===== config.mk =====
export PLATFORM = sky130hd
export DESIGN_NAME = uart_cmd_arbiter
export DESIGN_NICKNAME = d
export VERILOG_FILES = /design/src/rtl/uart_pkg.sv /design/src/rtl/uart_rr_arbiter.sv /design/src/rtl/uart_cmd_arbiter.sv
export SDC_FILE = /design/constraint.sdc
export NUM_CORES = 1
export LEC_CHECK = 0
export BUFFER_PORTS_ARGS = -buffer_cell sky130_fd_sc_hd__buf_2
export CORE_ASPECT_RATIO = 2
export CORE_MARGIN = 2
export CORE_UTILIZATION = 40
export CTS_CLUSTER_DIAMETER = 40
export DETAILED_ROUTE_END_ITERATION = 8
export HOLD_SLACK_MARGIN = 0.06
export PLACE_DENSITY = 0.73
export SYNTH_ARGS = -nofsm -noshare
export SYNTH_HDL_FRONTEND = slang
export SYNTH_SLANG_ARGS = --single-unit

===== constraint.sdc =====
create_clock -name clk -period 3.55 [get_ports clk]
set_input_delay 0.71 -clock clk [delete_from_list [all_inputs] [get_ports clk]]
set_output_delay 0.71 -clock clk [all_outputs]
set_load 0.01 [all_outputs]

===== src/rtl/uart_pkg.sv =====
// uart_pkg: shared FSM state type and byte/gap constants for the UART command arbiter
package uart_pkg;
   typedef enum logic [1:0] {IDLE, SEND, GAP} state_e;
   localparam int BYTE_W = 8;
   localparam int GAP_DEFAULT = 50_000_000 / 115_200;
endpackage


===== src/rtl/uart_rr_arbiter.sv =====
// uart_rr_arbiter: combinational round-robin search (req_vld, ptr in; one-hot gnt, idx, any out)
module uart_rr_arbiter #(
   parameter int NUM_REQ = 4,
   localparam int IW = $clog2(NUM_REQ)
) (
   input  logic [NUM_REQ-1:0] req_vld,
   input  logic [IW-1:0]      ptr,
   output logic [NUM_REQ-1:0] gnt,
   output logic [IW-1:0]      idx,
   output logic               any
);
   always_comb begin
      gnt = '0;
      idx = '0;
      any = 1'b0;
      for (int k = NUM_REQ - 1; k >= 0; k--) begin
         if (req_vld[(int'(ptr) + k) % NUM_REQ]) begin
            idx = IW'((int'(ptr) + k) % NUM_REQ);
            any = 1'b1;
         end
      end
      gnt[idx] = any;
   end
endmodule


===== src/rtl/uart_cmd_arbiter.sv =====
// uart_cmd_arbiter: round-robin grant of req_vld/req_cmd sources, MSB-first byte stream on byte_data/byte_vld/byte_rdy, then idle gap; reports grant_id and busy
module uart_cmd_arbiter
   import uart_pkg::*;
#(
   parameter int NUM_REQ = 4,
   parameter int CMD_WIDTH = 16,
   parameter int GAP_CYCLES = GAP_DEFAULT,
   localparam int IW = $clog2(NUM_REQ)
) (
   input  logic                           clk,
   input  logic                           rst_n,
   input  logic [NUM_REQ-1:0]             req_vld,
   input  logic [NUM_REQ*CMD_WIDTH-1:0]   req_cmd,
   output logic [NUM_REQ-1:0]             req_rdy,
   output logic [BYTE_W-1:0]              byte_data,
   output logic                           byte_vld,
   input  logic                           byte_rdy,
   output logic [IW-1:0]                  grant_id,
   output logic                           busy
);
   localparam int NB = CMD_WIDTH / BYTE_W;
   localparam int BW = $clog2(NB + 1);
   localparam int GW = (GAP_CYCLES > 0) ? $clog2(GAP_CYCLES + 1) : 1;
   state_e               state_q, state_d;
   logic [IW-1:0]        ptr_q, ptr_d, gid_q, gid_d, widx;
   logic [CMD_WIDTH-1:0] sh_q, sh_d;
   logic [BW-1:0]        bcnt_q, bcnt_d;
   logic [GW-1:0]        gcnt_q, gcnt_d;
   logic [NUM_REQ-1:0]   gnt;
   logic                 any;
   uart_rr_arbiter #(.NUM_REQ(NUM_REQ)) u_arb (
      .req_vld(req_vld),
      .ptr    (ptr_q),
      .gnt    (gnt),
      .idx    (widx),
      .any    (any)
   );
   assign req_rdy   = (state_q == IDLE) ? gnt : '0;
   assign byte_vld  = state_q == SEND;
   assign byte_data = byte_vld ? sh_q[CMD_WIDTH-1 -: BYTE_W] : '0;
   assign grant_id  = gid_q;
   assign busy      = state_q != IDLE;
   always_comb begin
      state_d = state_q;
      ptr_d   = ptr_q;
      gid_d   = gid_q;
      sh_d    = sh_q;
      bcnt_d  = bcnt_q;
      gcnt_d  = gcnt_q;
      case (state_q)
         IDLE: if (any) begin
            sh_d    = req_cmd[widx*CMD_WIDTH +: CMD_WIDTH];
            gid_d   = widx;
            ptr_d   = (widx == IW'(NUM_REQ - 1)) ? '0 : widx + 1'b1;
            bcnt_d  = '0;
            state_d = SEND;
         end
         SEND: if (byte_rdy) begin
            sh_d   = sh_q << BYTE_W;
            bcnt_d = bcnt_q + 1'b1;
            if (bcnt_q == BW'(NB - 1)) state_d = (GAP_CYCLES > 0) ? GAP : IDLE;
         end
         GAP: begin
            gcnt_d  = (gcnt_q == GW'(GAP_CYCLES - 1)) ? '0 : gcnt_q + 1'b1;
            state_d = (gcnt_q == GW'(GAP_CYCLES - 1)) ? IDLE : GAP;
         end
         default: state_d = IDLE;
      endcase
   end
   always_ff @(posedge clk or negedge rst_n) begin
      if (!rst_n) begin
         state_q <= IDLE;
         ptr_q   <= '0;
         gid_q   <= '0;
         sh_q    <= '0;
         bcnt_q  <= '0;
         gcnt_q  <= '0;
      end else begin
         state_q <= state_d;
         ptr_q   <= ptr_d;
         gid_q   <= gid_d;
         sh_q    <= sh_d;
         bcnt_q  <= bcnt_d;
         gcnt_q  <= gcnt_d;
      end
   end
endmodule

==> results by group <==
Clock tree
  • Post-CTS Setup Repair Bufs: 0
  • CTS Sinks: 33
  • Root Buffer: clkbuf_8
  • Clock transition at the registers of the reported paths: 70 ps
  • TritonCTS clock tree: built
  • H-tree levels: 2
  • Cts hold-fix bufs: 0
  • Resized Gates After CTS: 0
  • Clk Latency, worst-skew pair: 290 ps
  • Inserted Clock Buffers: 5
  • Maximum root-to-sink buffer count: 2

STA
  • Fin. max-slew vios: 0
  • Final count of hold timing violations: 0
  • Relative slew slack: 0.493
  • Layout Skew: 4.47 ps
  • Tcrit/Tclk final: 0.802
  • Max Clk Rate: 351 MHz
  • RSZ-0062 raised after global routing: no
  • Worst Slack Setup Final: 701 ps
  • Min Tclk post-route: 2850 ps
  • Setup violations, final: 0
  • Setup TNS: 0 ps
  • Worst slew pin tran: 758 ps

Synth
  • Post-synth ARST share: 1.00
  • Count of cell types in the netlist: 36
  • Post-Syn Nets: 305
  • Synth top area share: 0.385
  • YS warnings: 0
  • Cell with the most instances after synthesis: nand2_1
  • Syn_area_per_cell: 9.33 sq um
  • Largest area contributor in the synthesized netlist: dfrtp_1
  • Number of synthesized register bits: 33
  • Sequential share of the synthesized area: 0.385
  • Commonest cells post-synth: 44 x nand2_1, 33 x dfrtp_1, 33 x mux2i_1
  • Synth Flop Type: dfrtp_1
  • Cell count after synthesis: 230
  • EDFF count, synth: 0
  • Synth area leaders: dfrtp_1 38%, mux2i_1 15%, nand2_1 7.7%, mux2_2 4.2%, a32o_1 3.7%
  • Mapped Area: 0.00215 sq mm

Finish
  • Synthesis-to-layout area growth: 25.8%
  • Design Area, Final: 0.00270 sq mm
  • Inserted Diodes: 0
  • Layout Utilization: 0.525
  • Layout cell share with drive strength beyond 1: 0.381
  • Post-layout nets: 389

GRT
  • Met3 usage: 0.0385
  • Overall routing resource usage: 0.172
  • Vias in the first global route: 1866
  • GRT busiest layer: met2
  • M2 GR Usage: 0.327
  • Antenna violations before repair: 0
  • Grt ovf: 0
  • Global Route met1 Usage: 0.174
  • Pin count of the biggest net entering global routing: 34
  • First-pass GRT wire length: 8130 um

Critical path
  • Max Fanout on Critical Path: 12
  • Crit path kind: flop to output pin
  • CP Launch Type: flop
  • Slowest-stage cell, CP: nor2_1
  • Crit-path most repeated cell: nor2_1
  • Worst Path Arrival: 2140 ps
  • Reg2reg setup slack: 1330 ps
  • FF-to-FF path depth: 6
  • Crit. End Element: output pin
  • Max stage delay on crit path: 600 ps
  • Crit-path cells: or2_2 -> nor2_1 -> nand2_1 -> nor2_1 -> buf_2
  • WP data required: 2840 ps
  • Worst reg2reg startpoint: state_q[1]
  • Worst r2r dst: sh_q[8]

Pwr
  • Combinational share of power: 0.533
  • Clock power frac: 0.156
  • Switching share of power: 0.408
  • Pleak: 1.40 nW
  • Pwr dens: 731 mW/mm^2
  • VDD IR max: 0.000461 V
  • Int Pwr: 1.17 mW
  • Flop pwr share: 0.311
  • Total power: 1.97 mW
  • Sw Pwr: 0.804 mW

Detailed routing
  • Pre-antenna DRT Iters: 4
  • Wire length per cell: 13.0 um
  • ANT nets after route: 0
  • Vias: 1905
  • # DRC: 0
  • Initial DRC Count: 53
  • Final WL: 4850 um
  • Vias per std cell: 5.11

Die
  • DIE AREA: 0.00600 sq mm
  • Die width: 55.8 um
  • Row count: 37
  • Initial Util: 0.418
  • CORE AREA: 0.00514 sq mm
  • Top Ports: 87
  • DIE HEIGHT: 108 um

Min path
  • Hold crit path type: input port to async pin

Placement
  • Pre-CTS setup slack: 784 ps
  • Detailed placer's ending HPWL: 3810 um
  • PortBufs: 86
  • RePlAce Congestion: 0.759
  • Cell Area, Placed: 0.00260 sq mm

Job
  • Maximum capacitance violations: 0

Outcome
  • Status: completed
[final cells by class]
type	count	area [sq um]
multi-input combinational	179	1220
timing repair buffer	91	468
clock inverter	1	5.00
inverter	4	15.0
sequential	33	826
clock buffer	7	96.3
fill	501	2440
tap	58	72.6
[cells in the final DEF, fill, tap and decap left out, drive strengths merged, types with 2 or more instances in the layout]
master,Yosys,final
dfrtp,33,33
mux2,8,8
and2,9,9
buf,9,91
xnor2,4,4
nor2,19,19
o21ai,12,12
or2,2,2
a21oi,12,12
a32o,8,8
nand3,5,5
nor3,3,3
ha,4,4
xor2,3,3
clkbuf,5,7
nor2b,2,2
nand2b,2,2
nand2,44,44
o22ai,2,2
inv,4,4
mux2i,33,33
[worst max-delay path: cells and delay by family (launching register included)]
kind | cells | cell delay, ps
buf+inv | 1 | 140
flops | 1 | 400
simple gates | 4 | 1300
[registers in the layout (all words and copies together), names as in the netlist]
| signal | count |
|---|---|
| gcnt_q | 9 |
| ptr_q | 2 |
| state_q | 2 |
| bcnt_q | 2 |
| sh_q | 16 |
| grant_id | 2 |
[worst max-delay path by stage]
stage / start / depth (start not counted) / endpoint / slack [ps]
floorplan: req_vld[0] / 7 / req_rdy[3] / 930
global placement: req_vld[0] / 8 / req_rdy[1] / 860
detailed placement: req_vld[2] / 8 / req_rdy[1] / 780
CTS: state_q[1] / 5 / req_rdy[1] / 700
global route: state_q[1] / 5 / req_rdy[1] / 550
finish: state_q[1] / 5 / req_rdy[1] / 700
[power by group through the flow]
| stage | logic, mW | registers (mW) | clock network [mW] |
|---|---|---|---|
| 2_1_floorplan | 0.834 | 0.591 | 0 |
| 6_report | 1.05 | 0.613 | 0.308 |
| 5_1_grt | 1.18 | 0.635 | 0.334 |
| 3_5_place_dp | 1.07 | 0.619 | 0 |
| 3_3_place_gp | 1.05 | 0.611 | 0 |
| 4_1_cts | 1.07 | 0.613 | 0.315 |
[layer usage]
layer	routed length, um	vias up
met4	94	0
met1	1840	871
li1	-	963
met3	283	7
met2	2630	64
met5	0	-
[metrics by stage]
step / std cells / hold slack [ps]
CTS: 373 / 485
finish: 373 / 479
global placement: 365 / 463
floorplan: 230 / 414
detailed placement: 365 / 470
global route: 373 / 514
[cell families (layout without fill, tap and decap cells)]
family                   count (synthesis)  after routing  synth area share
multiplexers                            41             41             0.196
AO/OA/AOI/OAI                           36             36             0.125
buffers and inverters                   18            103            0.0513
flip-flops                              33             33             0.385
XOR/XNOR                                 7              7            0.0286
AND/OR/NAND/NOR                         91             91             0.191
adder cells (fa/ha/maj)                  4              4            0.0233
Power figures use the tool's default switching activity.
